## src/rtl/alu_issue_queue.sv

```systemverilog
// Command FIFO feeding an external combinational ALU, with a one-entry
// registered result slot under valid/ready flow control.
module alu_issue_queue #(
  parameter int DEPTH = 4,
  parameter int W     = 16
) (
  input  logic                     clk,
  input  logic                     rst_n,
  input  logic                     cmd_valid,
  output logic                     cmd_ready,
  input  logic [W-1:0]             cmd_a,
  input  logic [W-1:0]             cmd_b,
  input  logic                     cmd_c,
  input  logic [2:0]               cmd_opc,
  output logic [W-1:0]             alu_inA,
  output logic [W-1:0]             alu_inB,
  output logic                     alu_inC,
  output logic [2:0]               alu_opc,
  input  logic [W-1:0]             alu_outW,
  input  logic                     alu_zer,
  input  logic                     alu_neg,
  output logic                     res_valid,
  input  logic                     res_ready,
  output logic [W-1:0]             res_w,
  output logic                     res_zer,
  output logic                     res_neg,
  output logic [$clog2(DEPTH):0]   count
);

  localparam int AW = $clog2(DEPTH);
  localparam int CW = AW + 1;
  localparam int EW = 2 * W + 4;
  localparam logic [CW-1:0] FULL = CW'(DEPTH);

  logic [EW-1:0] mem [DEPTH];
  logic [AW-1:0] wr_ptr;
  logic [AW-1:0] rd_ptr;
  logic [CW-1:0] cnt;

  logic          push;
  logic          nonempty_p0;
  logic          issue_p0;
  logic [EW-1:0] head_p0;

  logic          vld_p1;
  logic [W-1:0]  res_w_p1;
  logic          res_zer_p1;
  logic          res_neg_p1;

  // Stage p0: queue head presented to the ALU
  assign nonempty_p0 = (cnt != '0);
  assign cmd_ready   = rst_n && (cnt != FULL);
  assign push        = cmd_valid && cmd_ready;
  assign issue_p0    = nonempty_p0 && (!vld_p1 || res_ready);
  assign head_p0     = nonempty_p0 ? mem[rd_ptr] : '0;
  assign {alu_inA, alu_inB, alu_inC, alu_opc} = head_p0;

  // Storage needs no reset: an entry is only ever read after being written.
  always_ff @(posedge clk) begin
    if (push) begin
      mem[wr_ptr] <= {cmd_a, cmd_b, cmd_c, cmd_opc};
    end
  end

  always_ff @(posedge clk or negedge rst_n) begin
    if (!rst_n) begin
      wr_ptr <= '0;
      rd_ptr <= '0;
      cnt    <= '0;
    end else begin
      if (push) begin
        wr_ptr <= wr_ptr + AW'(1);
      end
      if (issue_p0) begin
        rd_ptr <= rd_ptr + AW'(1);
      end
      case ({push, issue_p0})
        2'b10:   cnt <= cnt + CW'(1);
        2'b01:   cnt <= cnt - CW'(1);
        default: cnt <= cnt;
      endcase
    end
  end

  // Stage p1: registered ALU result slot
  always_ff @(posedge clk or negedge rst_n) begin
    if (!rst_n) begin
      vld_p1     <= 1'b0;
      res_w_p1   <= '0;
      res_zer_p1 <= 1'b0;
      res_neg_p1 <= 1'b0;
    end else if (issue_p0) begin
      vld_p1     <= 1'b1;
      res_w_p1   <= alu_outW;
      res_zer_p1 <= alu_zer;
      res_neg_p1 <= alu_neg;
    end else if (res_ready) begin
      vld_p1     <= 1'b0;
    end
  end

  assign res_valid = vld_p1;
  assign res_w     = res_w_p1;
  assign res_zer   = res_zer_p1;
  assign res_neg   = res_neg_p1;
  assign count     = cnt;

endmodule

```

## config.mk

```make
export PLATFORM = sky130hd
export DESIGN_NAME = alu_issue_queue
export DESIGN_NICKNAME = d
export VERILOG_FILES = /design/src/rtl/alu_issue_queue.sv
export SDC_FILE = /design/constraint.sdc
export NUM_CORES = 1
export LEC_CHECK = 0
export CAP_MARGIN = 20
export CORE_MARGIN = 2
export CORE_UTILIZATION = 50
export CTS_CLUSTER_DIAMETER = 200
export DETAILED_ROUTE_END_ITERATION = 6
export PLACE_DENSITY = 0.76
export SYNTH_ARGS = -nofsm -noshare
export SYNTH_HDL_FRONTEND = slang
export SYNTH_SLANG_ARGS = --single-unit
```

## constraint.sdc

```tcl
create_clock -name clk -period 2.25 [get_ports clk]
set_input_delay 0.5625 -clock clk [delete_from_list [all_inputs] [get_ports clk]]
set_output_delay 0.5625 -clock clk [all_outputs]
set_load 0.01 [all_outputs]
```

==> flow_summary.yaml <==
outcome:
  status: "complete, but fails checks"
  violations: "setup timing"
routing:
  vias: 3348
  avgViaCountPerCell: 5.18
  drc_errors: 0
  drt_iter0_markers: 189
  drtPass1Iterations: 4
  routed_wl_um: 12500
  antenna_left: 0
  wl_per_cell_um: 19.3
placement:
  place.gp.congestion: 0.703
  port_buffers: 116
  dp_hpwl_um: 7640
  pre_cts_slack_ns: -0.197
layout:
  fill_cells: 863
  fin_util_pct: 67.4
  area_delta_synth_final_pct: 32.7
  num_antenna_cells: 0
  multi_input_area_sq_mm: 0.00158
  final_nets: 523
  drive_above_1_share_pct: 31.3
  seq_area_sq_mm: 0.00498
worst_setup_path:
  endpoint_kind: "output port"
  critPathMostFrequentCell: "buf_6"
  slowest_delay_ns: 0.48
  critPathLaunchType: "register"
  crit_slowest_cell: "mux4_2"
  crit_path_cell_trace: "buf_6 > buf_16 > buf_6 > mux4_2 > nor2b_4 > buf_6"
  crit_fanout: 7
  worstPathArrival_ns: 1.93
  worstPathRequired_ns: 1.69
  crit_type: "reg2out"
synth:
  synth_seq_area_share_pct: 74.8
  synth_top_area_share_pct: 65.1
  synth_seq_cells: 170
  synth.cell_area_sq_mm: 0.00665
  syn_avg_cell_area_sq_um: 21.6
  synth_ff_type: "edfxtp_1"
  async_reset_ff_share_pct: 15.3
  yosys_warnings: 0
  synthTopCellsByCount: "144 x edfxtp_1, 36 x mux4_2, 27 x nor2b_1"
  ys_types: 24
  synth-edff-count: 144
  syn-num-nets: 372
  yosysMostFrequentCell: "edfxtp_1"
  netlist_top_cells_area: "edfxtp_1 65%, mux4_2 12%, dfrtp_1 9.8%"
  synth_top_area_cell: "edfxtp_1"
  syn_inst: 308
cts:
  hold_buffers: 0
  cts_tree: "done"
  h-tree-depth: 4
  clockBufferDepth: 2
  cts_made_buffers: 17
  clk_pin_slew_worst_paths_ns: 0.06
  root_buffer: "clkbuf_16"
  cts.sinks: 170
  clock_latency_ns: 0.42
pwr:
  p_leak_nw: 3.18
  peakVddDrop_mv: 0.751
  p_per_area_mw_per_mm2: 1270
sta:
  setup_viol: 36
  slew_headroom_pct: 80.7
  maxSlewViolCount: 0
  rsz0062_at_grt: "true"
  worst_slack_ns: -0.241
  worst_pin_slew_ns: 0.290
  skew_ns: 0.00456
  timing.setup.tns_ns: -6.02
  clock.fmax_mhz: 401
  period_needed_ns: 2.49
  fin_crit_sh_pct: 111
  finalHoldViolCount: 0
die:
  die_h_um: 119
  chipWidth_um: 119
  boundaryPins: 117
  die_area_sq_mm: 0.0142
  coreArea_sq_mm: 0.0131
  start_util_pct: 50.8
  rows: 42
global_route:
  grt_pass1_vias: 3670
  grtUsageTotal_pct: 18.8
  grt_pass1_wl_um: 19500
  grt_start_max_net_pins: 40
  grt_overflow: 0
  grt_antenna_before_repair: 0
worst_hold_path:
  hp-class: "reg2reg"
run:
  drv_cap: 0
==> layer usage <==
layer / vias to the layer above / wire [um] / track usage [%]
met5: - / 0 / 0
met4: 0 / 157 / 5.74
met3: 13 / 578 / 5.75
met2: 80 / 6660 / 32.4
met1: 1745 / 5060 / 22.8
li1: 1510 / - / -
==> where the power goes <==
part	internal [mW]	switching, mW
logic	2.45	1.90
clock network	1.62	1.12
registers	3.93	0.198
==> stage by stage <==
stage / instance area, sq um / hold WS, ns / cells / power, mW
floorplan: 6650 / 0.267 / 308 / 6.48
global placement: 8260 / 0.467 / 609 / 8.53
detailed placement: 8260 / 0.474 / 609 / 8.59
CTS: 8830 / 0.492 / 646 / 11.4
global route: 8820 / 0.501 / 646 / 11.7
finish: 8820 / 0.485 / 646 / 11.2
==> logic make-up (layout without fill, tap and decap cells) <==
group	after synthesis	after routing	share of synthesized area, %
DFF	170	170	74.8
muxes	56	56	15.6
and+or+nand+nor	48	48	5.59
buffers and inverters	20	182	1.71
adders and majority gates	6	6	1.24
xor gates and xnor gates	6	6	0.791
AOI/OAI and AO/OA	2	2	0.245
==> placed cells by master (no fill, tap or decap) <==
cell | netlist | layout
edfxtp_1 | 144 | 144
clkdlybuf4s50_1 | 0 | 79
mux4_2 | 36 | 36
nor2b_1 | 27 | 26
buf_2 | 7 | 25
dfrtp_1 | 26 | 24
mux2_1 | 19 | 19
clkbuf_16 | 0 | 17
buf_6 | 3 | 14
buf_4 | 2 | 13
buf_12 | 0 | 13
nor2b_4 | 10 | 11
inv_1 | 6 | 6
ha_1 | 5 | 5
clkinv_4 | 0 | 5
and2_2 | 0 | 4
xor2_1 | 4 | 4
nor2_1 | 2 | 2
nand2_1 | 2 | 2
xnor2_1 | 2 | 2
clkbuf_1 | 2 | 2
bufinv_16 | 0 | 2
clkinv_1 | 0 | 2
dfrtp_2 | 0 | 2
nor3_4 | 0 | 1
nand2b_1 | 1 | 1
a21oi_2 | 1 | 1
a21boi_0 | 1 | 1
mux2i_1 | 1 | 1
and3b_1 | 1 | 1
fa_1 | 1 | 1
clkinv_2 | 0 | 1
inv_6 | 0 | 1
buf_16 | 0 | 1
dlygate4sd2_1 | 0 | 1
==> sequential cells by signal, summed over array words and instances (netlist names) <==
name       flops
mem          144
res_w         16
count          3
rd_ptr         2
wr_ptr         2
res_neg        1
res_valid      1
res_zer        1
==> final timing paths <==
path / slack [ns] / depth (start not counted) / from / end
max: -0.24 / 6 / rd_ptr[0] / alu_inA[8]
min: 0.49 / 1 / res_w[4] / res_w[4]
max reg2reg: 0.24 / 9 / count[1] / count[2]
min reg2reg: 0.49 / 1 / res_w[4] / res_w[4]
max in group asynchronous: 1.52 / 2 / rst_n / wr_ptr[1]
min in group asynchronous: 0.55 / 2 / rst_n / res_w[14]
==> what timing repair did <==
action,CTS,global route
setup endpoints to repair,37,36
setup buffers,6,1
gates resized for setup,168,2
cloned,2,0
==> cell type report <==
type	instances	share of cell area [%]
clock buffers	19	4.91
clock inverters	11	1.42
inverters	6	0.255
multi-input cells	118	17.9
flip-flops and latches	170	56.4
well taps	176	2.50
repair buffers	146	16.6
==> worst max-delay path: cells and delay by family (launching register included) <==
family / cells / cell delay, ns
DFF: 1 / 0.39
muxes: 1 / 0.48
buffers and inverters: 4 / 0.51
and+or+nand+nor: 1 / 0.14
No activity file was read; power rests on OpenSTA's default activity.
